### config.mk
export PLATFORM = sky130hd
export DESIGN_NAME = mem_port_arbiter
export DESIGN_NICKNAME = d
export VERILOG_FILES = /design/src/rtl/mem_port_arb_pkg.sv /design/src/rtl/mem_port_arb_pick.sv /design/src/rtl/mem_port_arbiter.sv
export SDC_FILE = /design/constraint.sdc
export NUM_CORES = 1
export LEC_CHECK = 0
export ABC_AREA = 1
export CAP_MARGIN = 30
export CELL_PAD_IN_SITES_DETAIL_PLACEMENT = 1
export CELL_PAD_IN_SITES_GLOBAL_PLACEMENT = 1
export CORE_MARGIN = 4
export CORE_UTILIZATION = 29
export DETAILED_ROUTE_END_ITERATION = 6
export PLACE_DENSITY = 0.89
export SETUP_SLACK_MARGIN = 0.1
export SYNTH_ARGS = -nofsm -noshare
export SYNTH_HDL_FRONTEND = slang
export SYNTH_SLANG_ARGS = --single-unit
export TNS_END_PERCENT = 10
### constraint.sdc
create_clock -name clk -period 2.1 [get_ports clk]
set_clock_uncertainty 0.2 [all_clocks]
set_input_delay 0.315 -clock clk [delete_from_list [all_inputs] [get_ports clk]]
set_output_delay 0.315 -clock clk [all_outputs]
set_load 0.03 [all_outputs]
### src/rtl/mem_port_arb_pkg.sv
// Shared types and default widths for the memory port arbiter.
// The optional starvation guard is enabled by MEM_PORT_ARB_STARVE_GUARD_EN.
package mem_port_arb_pkg;
  localparam int ADDR_W_DEF = 32;
  localparam int DATA_W_DEF = 32;

  typedef enum logic [1:0] {
    IDLE = 2'd0,
    REQ  = 2'd1,
    WAIT = 2'd2,
    RESP = 2'd3
  } state_t;

  typedef enum logic [1:0] {
    NONE   = 2'd0,
    OWN_IF = 2'd1,
    OWN_LS = 2'd2
  } owner_t;
endpackage

### src/rtl/mem_port_arb_pick.sv
// Grant selection between fetch and load/store; LS has priority.
// With MEM_PORT_ARB_STARVE_GUARD_EN, IF is forced after STARVE_MAX LS grants made while IF waited.
module mem_port_arb_pick #(
  parameter int STARVE_MAX = 4
) (
  input  logic clk,
  input  logic rst,
  input  logic arb_en,
  input  logic if_valid,
  input  logic ls_valid,
  output logic grant_if,
  output logic grant_ls
);

`ifdef MEM_PORT_ARB_STARVE_GUARD_EN
  localparam int CNT_W = (STARVE_MAX < 1) ? 1 : $clog2(STARVE_MAX + 1);

  logic [CNT_W-1:0] starve_cnt;
  logic             force_if;

  assign force_if = if_valid & (starve_cnt == CNT_W'(STARVE_MAX));
  assign grant_ls = arb_en & ls_valid & ~force_if;
  assign grant_if = arb_en & if_valid & ~grant_ls;

  // Counts LS grants that bypassed a waiting fetch; cannot pass STARVE_MAX since IF is then forced.
  always_ff @(posedge clk or negedge rst) begin
    if (!rst) begin
      starve_cnt <= '0;
    end else if (grant_if) begin
      starve_cnt <= '0;
    end else if (grant_ls && if_valid) begin
      starve_cnt <= starve_cnt + CNT_W'(1);
    end else begin
      starve_cnt <= starve_cnt;
    end
  end
`else
  logic unused_pick;

  assign unused_pick = ^{clk, rst, STARVE_MAX[0]};
  assign grant_ls    = arb_en & ls_valid;
  assign grant_if    = arb_en & if_valid & ~ls_valid;
`endif

endmodule

### src/rtl/mem_port_arbiter.sv
// Shares one memory port between fetch and load/store, one transaction at a time.
// Optional starvation guard (in mem_port_arb_pick) is enabled by MEM_PORT_ARB_STARVE_GUARD_EN.
module mem_port_arbiter
  import mem_port_arb_pkg::*;
#(
  parameter int ADDR_W     = ADDR_W_DEF,
  parameter int DATA_W     = DATA_W_DEF,
  parameter int STARVE_MAX = 4
) (
  input  logic                clk,
  input  logic                rst,
  input  logic                if_req_valid,
  input  logic [ADDR_W-1:0]   if_req_addr,
  output logic                if_req_ready,
  output logic                if_rsp_valid,
  output logic [DATA_W-1:0]   if_rsp_data,
  input  logic                ls_req_valid,
  input  logic [ADDR_W-1:0]   ls_req_addr,
  input  logic                ls_req_wen,
  input  logic [DATA_W-1:0]   ls_req_wdata,
  input  logic [DATA_W/8-1:0] ls_req_wmask,
  output logic                ls_req_ready,
  output logic                ls_rsp_valid,
  output logic [DATA_W-1:0]   ls_rsp_data,
  output logic                mem_req_valid,
  input  logic                mem_req_ready,
  output logic [ADDR_W-1:0]   mem_req_addr,
  output logic                mem_req_wen,
  output logic [DATA_W-1:0]   mem_req_wdata,
  output logic [DATA_W/8-1:0] mem_req_wmask,
  input  logic                mem_rsp_valid,
  input  logic [DATA_W-1:0]   mem_rsp_data,
  output logic                busy
);

  state_t state;
  owner_t owner;
  logic   arb_en;
  logic   grant_if;
  logic   grant_ls;

  // Gating with rst keeps the ready outputs low while reset is held.
  assign arb_en       = rst & (state == IDLE);
  assign if_req_ready = grant_if;
  assign ls_req_ready = grant_ls;

  mem_port_arb_pick #(
    .STARVE_MAX(STARVE_MAX)
  ) u_pick (
    .clk      (clk),
    .rst      (rst),
    .arb_en   (arb_en),
    .if_valid (if_req_valid),
    .ls_valid (ls_req_valid),
    .grant_if (grant_if),
    .grant_ls (grant_ls)
  );

  // Transaction FSM with registered memory request and response outputs.
  always_ff @(posedge clk or negedge rst) begin
    if (!rst) begin
      state         <= IDLE;
      owner         <= NONE;
      mem_req_valid <= 1'b0;
      mem_req_addr  <= '0;
      mem_req_wen   <= 1'b0;
      mem_req_wdata <= '0;
      mem_req_wmask <= '0;
      if_rsp_valid  <= 1'b0;
      if_rsp_data   <= '0;
      ls_rsp_valid  <= 1'b0;
      ls_rsp_data   <= '0;
      busy          <= 1'b0;
    end else begin
      case (state)
        IDLE: begin
          if (grant_ls) begin
            mem_req_addr  <= ls_req_addr;
            mem_req_wen   <= ls_req_wen;
            mem_req_wdata <= ls_req_wdata;
            mem_req_wmask <= ls_req_wmask;
            owner         <= OWN_LS;
            mem_req_valid <= 1'b1;
            busy          <= 1'b1;
            state         <= REQ;
          end else if (grant_if) begin
            mem_req_addr  <= if_req_addr;
            mem_req_wen   <= 1'b0;
            mem_req_wdata <= '0;
            mem_req_wmask <= '0;
            owner         <= OWN_IF;
            mem_req_valid <= 1'b1;
            busy          <= 1'b1;
            state         <= REQ;
          end else begin
            state <= IDLE;
          end
        end
        REQ: begin
          if (mem_req_ready) begin
            mem_req_valid <= 1'b0;
            state         <= WAIT;
          end else begin
            state <= REQ;
          end
        end
        WAIT: begin
          if (mem_rsp_valid) begin
            if (owner == OWN_LS) begin
              ls_rsp_valid <= 1'b1;
              ls_rsp_data  <= mem_req_wen ? '0 : mem_rsp_data;
            end else begin
              if_rsp_valid <= 1'b1;
              if_rsp_data  <= mem_rsp_data;
            end
            state <= RESP;
          end else begin
            state <= WAIT;
          end
        end
        RESP: begin
          if_rsp_valid <= 1'b0;
          ls_rsp_valid <= 1'b0;
          owner        <= NONE;
          busy         <= 1'b0;
          state        <= IDLE;
        end
        default: begin
          mem_req_valid <= 1'b0;
          if_rsp_valid  <= 1'b0;
          ls_rsp_valid  <= 1'b0;
          owner         <= NONE;
          busy          <= 1'b0;
          state         <= IDLE;
        end
      endcase
    end
  end

endmodule

## Yosys cells after proc, flatten, opt, wreduce, memory -nomap -nowiden

Index checks and enable logic that the tools add are counted.

| operators by class | value |
|---|---|
| eq/ne operators | 9 |
| muxes and demuxes | 28 |
| bitwise gates (word level) | 6 |
| reduce and logical (&&, ||, !) cells | 12 |

Operators with widths:

| kind | number |
|---|---|
| 2-to-1 mux 32 bit | 5 |
| AND reduction 3 bit | 5 |
| 2-to-1 mux 1 bit | 12 |
| 2-to-1 mux 4 bit | 2 |
| inequality test 2 bit, second input constant | 4 |
| case mux 1 bit (2 select lines) | 4 |
| case mux 2 bit (4 select lines) | 1 |
| nonzero test 2 bit | 4 |
| equality test 2 bit, second input constant | 3 |
| 2-to-1 mux 2 bit | 3 |
| bitwise AND 1 bit | 4 |
| case mux 2 bit (2 select lines) | 1 |
| AND reduction 2 bit | 2 |
| inequality test 3 bit, second input constant | 1 |
| equality test 2 x 1 -> 1 bit, second input constant | 1 |
| logical NOT 2 bit | 1 |
| NOT 1 bit | 2 |

| storage, ports and cells | value |
|---|---|
| register bits | 141 |
| bits of input ports | 139 |
| word-level logic and storage cells | 67 |

## Logic depth before layout (Yosys ltp)

| logic depth | value |
|---|---|
| depth after elaboration | 7 |
| mapped depth | 8 |
| depth with buffers taken out | 7 |

## Hierarchy

A second synthesis with hierarchy kept.

| unflattened totals | value |
|---|---|
| cell total of the unflattened synthesis | 796 |
| area total of the unflattened synthesis | 6214.7 µm² |

By module, submodules not included:

| module | instances | cells an instance | area an instance (µm²) |
|---|---|---|---|
| mem_port_arbiter | 1 | 792 | 6197.2 |
| mem_port_arb_pick | 1 | 4 | 17.5 |

## Least setup slack after synthesis

OpenSTA, ideal clock, no wires.

| path | value |
|---|---|
| kind | register -> output |
| start | register state[0] |
| end | output port if_req_ready |
| arrival time | 1.260 ns |
| slack | 0.325 ns |
| stages on the path, launching flop included | 5 |
| buffers on the path | 1 |
| cells stage by stage | dfrtp_1 nor2_4 clkbuf_1 nand4_1 inv_1 |

| on the way | value |
|---|---|
| cells in the longest elaborated chain, start to end | 4 |

RTL lines:

| element | RTL line | RTL |
|---|---|---|
| from (decl) | mem_port_arbiter.sv:36 | `state_t state;` |
| from (signal assigned) | mem_port_arbiter.sv:62 | `state <= IDLE;` |
| from (signal assigned) | mem_port_arbiter.sv:85 | `state <= REQ;` |
| from (signal assigned) | mem_port_arbiter.sv:94 | `state <= REQ;` |
| logical NOT 2 bit | mem_port_arbiter.sv:43 | `assign arb_en = rst & (state == IDLE);` |
| bitwise AND 1 bit | mem_port_arbiter.sv:43 |  |
| bitwise AND 1 bit (2 in a row) | mem_port_arb_pick.sv:42 | `assign grant_if = arb_en & if_valid & ~ls_valid;` |
| to (decl) | mem_port_arbiter.sv:14 | `output logic if_req_ready,` |

Every way passes these cells.

## Worst setup path in the final report

Ends and elaborated chain as after synthesis.

==> flow_metrics.env <==
export IMPL_nFillCells=2475
export IMPL_period_needed_ns=2.01
export IMPL_gp_congestion=0.805
export IMPL_drt_iter0_drc=170
export IMPL_synth_simple_area_share_pct=29.0
export IMPL_p_switching_mw=6.84
export IMPL_htreeDepth=4
export IMPL_synth_top_area_share_pct=57.8
export IMPL_r2r_start="state[0]$_DFF_PN0_"
export IMPL_placementRows=52
export IMPL_leakagePower_nw=5.13
export IMPL_start_util_pct=29.8
export IMPL_pwr_share_clk_pct=20.4
export IMPL_setup_viol=0
export IMPL_coreArea_mm2=0.0205
export IMPL_avgSynthCellArea_um2=8.19
export IMPL_clockBufferDepth=2
export IMPL_cts_tree="yes"
export IMPL_dr_pass1_iters=4
export IMPL_ff2ff_setup_slack_ns=0.27
export IMPL_synth_fp_nets=885
export IMPL_critical_path_depth=5
export IMPL_chipHeight_um=153
export IMPL_layout_setup_ws_ns=0.0850
export IMPL_synth_fa_ha_area_share_pct=0
export IMPL_syn_inst=746
export IMPL_num_vias=6059
export IMPL_clock_latency_ns=0.41
export IMPL_slowest_stage="dfrtp_1"
export IMPL_path_clk_slew_ns=0.07
export IMPL_yosys_register_bits=141
export IMPL_die_w_um=153
export IMPL_wl_um=22400
export IMPL_synth_xor_area_share_pct=0
export IMPL_worst_path_buf_inv=3
export IMPL_finalHoldViolCount=0
export IMPL_wl_per_cell_um=17.1
export IMPL_seq_area_frac_synth_pct=57.8
export IMPL_endpoint_kind="output pin"
export IMPL_grt_max_degree=98
export IMPL_vias_per_cell=4.63
export IMPL_clock_sinks=141
export IMPL_crit_fanout=3
export IMPL_cp_top_family="flip-flops"
export IMPL_min_path_cells=3
export IMPL_antenna_found_initial=0
export IMPL_power_per_cell_area_mw_per_mm2=1590
export IMPL_ys_types=22
export IMPL_drc=0
export IMPL_synth_compound_area_share_pct=3.34
export IMPL_synth_top_family_by_area="simple AND/OR/NAND/NOR gates"
export IMPL_finalCritPeriodShare_pct=96.0
export IMPL_slowest_delay_ns=0.41
export IMPL_hold_path_class="in -> reg"
export IMPL_finalMaxSlewViolations=0
export IMPL_grtUsageTotal_pct=19.0
export IMPL_grt_pass1_wl_um=35700
export IMPL_die_area_mm2=0.0234
export IMPL_synth_top_cell_by_area="dfrtp_1"
export IMPL_rr_worst_depth=9
export IMPL_hold_start="rst"
export IMPL_ys_flop_type="dfrtp_1"
export IMPL_drive_above_1_share_pct=6.54
export IMPL_worstPathRequired_ns=1.58
export IMPL_dp_slack_ns=0.115
export IMPL_cp_common_cell="buf_6"
export IMPL_synth_edf_count=0
export IMPL_pwr_share_comb_pct=49.7
export IMPL_syn_cell_area_mm2=0.00611
export IMPL_status="completed"
export IMPL_cts_buffers=17
export IMPL_muxShareOfSynthArea_pct=0
export IMPL_critPathArrivalTime_ns=1.50
export IMPL_port_buffer_count=277
export IMPL_worstMarginPinSlew_ns=0.938
export IMPL_fmax_mhz=496
export IMPL_cts_root_buf="clkbuf_16"
export IMPL_grt_pass1_vias=6550
export IMPL_grt_overflow=0
export IMPL_dp_hpwl_um=16100
export IMPL_rsz0062_at_grt="yes"
export IMPL_nets=1165
export IMPL_antenna_cells=0
export IMPL_swShare_pct=43.3
export IMPL_async_flop_share_pct=100
export IMPL_intPower_mw=8.95
export IMPL_fin_util_pct=48.4
export IMPL_cp_cell_sequence="nor2_4, buf_6, nand4_1, inv_1, buf_6"
export IMPL_setup_tns_ns=0
export IMPL_pin_count=278
export IMPL_reg2reg_to="mem_req_addr[21]$_DFFE_PN0P_"
export IMPL_yosysWarnings=0
export IMPL_synth_area_top_cells="dfrtp_1 (58%), nand2_1 (19%), inv_1 (6.3%)"
export IMPL_seq_power_share_pct=29.9
export IMPL_cp_start_kind="register"
export IMPL_min_to="owner[1]$_DFFE_PN0P_"
export IMPL_relSlewSlack_pct=37.2
export IMPL_irDropWorstVdd_v=0.000665
export IMPL_antenna_left=0
export IMPL_area_delta_synth_final_pct=62.5
export IMPL_drv_cap=0
export IMPL_criticalPathCategory="reg -> out"
cell usage after synthesis (3+ instances only):
cell type and instances:
inv_2 3, o21ai_0 14, buf_1 3, nand3_1 67
nand2_1 312, dfrtp_1 141, inv_1 102, clkbuf_1 22
buf_2 11, nand4_1 33, buf_4 5, o21ai_1 20
layout make-up:
cell class / count / area (µm²) / share of cell area [%]
Clock buffer: 19 / 433 / 4.36
Timing Repair Buffer: 304 / 3050 / 30.8
Clock inverter: 13 / 179 / 1.80
Tap cell: 270 / 338 / 3.40
Multi-Input combinational cell: 457 / 1990 / 20.1
Sequential cell: 141 / 3530 / 35.6
Inverter: 105 / 397 / 4.00
how the worst max path moves through the flow:
stage / startpoint / endpoint / slack (ns)
CTS: register / ls_req_ready / 0.07
global placement: ls_req_valid / mem_req_addr[23]$_DFFE_PN0P_ / 0.15
global route: state[0]$_DFF_PN0_ / if_req_ready / -0.001
detailed placement: ls_req_valid / mem_req_addr[23]$_DFFE_PN0P_ / 0.11
finish: state[0]$_DFF_PN0_ / if_req_ready / 0.09
floorplan: state[0]$_DFF_PN0_ / if_req_ready / 0.33
cells by family (layout without fill, tap and decap cells):
logic type	count (synthesis)	in the layout
and+or+nand+nor	419	419
DFF	141	141
AOI/OAI and AO/OA	38	38
buffers and inverters	148	441
state kept, by name, summed over array words and instances (netlist names), named ones only:
register and count:
busy 1, if_rsp_data 32, if_rsp_valid 1, ls_rsp_data 32
ls_rsp_valid 1, mem_req_addr 32, mem_req_valid 1, mem_req_wdata 32
mem_req_wen 1, mem_req_wmask 4, owner 2, state 1
power by group through the flow:
stage	clock network (mW)	registers [mW]	logic [mW]
floorplan	0	7.05	1.79
global placement	0	4.69	7.63
detailed placement	0	4.75	7.84
CTS	3.31	4.72	7.95
global route	3.43	4.87	8.42
finish	3.22	4.71	7.86
worst register-to-register path, stage by stage (launching register included):
cell     delay (ns)
dfrtp_1        0.41
nor2_4         0.21
buf_6          0.13
buf_4          0.09
buf_4          0.10
nand3_1        0.08
nand2_2        0.18
buf_12         0.20
nand3_1        0.11
nand2_1        0.08
routing by layer:
| layer | routed length, µm | GRT usage (%) |
|---|---|---|
| met5 | 0 | 0 |
| met4 | 437 | 5.64 |
| met3 | 1610 | 5.85 |
| met1 | 9030 | 22.7 |
| met2 | 11300 | 32.9 |
cell usage in the layout (no fill, tap or decap), drive strengths merged, types with 2 or more instances in the layout:
cell,n
dlygate4sd3,3
buf,27
dfrtp,141
nand3,69
o211ai,2
inv,111
bufinv,3
clkbuf,19
nand2,313
clkinvlp,3
o21ai,34
nor2,4
clkdlybuf4s50,261
dlygate4sd2,4
dlymetal6s2s,9
nand4,33
through the flow:
step	total power, mW	hold WS [ns]	std cells	cell area [µm²]
finish	15.8	0.0568	1309	9920
global route	16.7	0.0662	1309	9920
CTS	16.0	0.0364	1307	9870
detailed placement	12.6	-0.0251	1267	9190
global placement	12.3	-0.0270	1267	9190
floorplan	8.84	-0.181	746	6110
repair_timing:
item | CTS | global route
endpoints found under the hold margin | 141 | 0
buffers inserted | 5 | 2
gates resized for setup | 7 | 11
endpoints found under the setup margin | 62 | 116
pin swaps | 1 | 1
hold buffers | 3 | 0
Power figures use the tool's default switching activity.
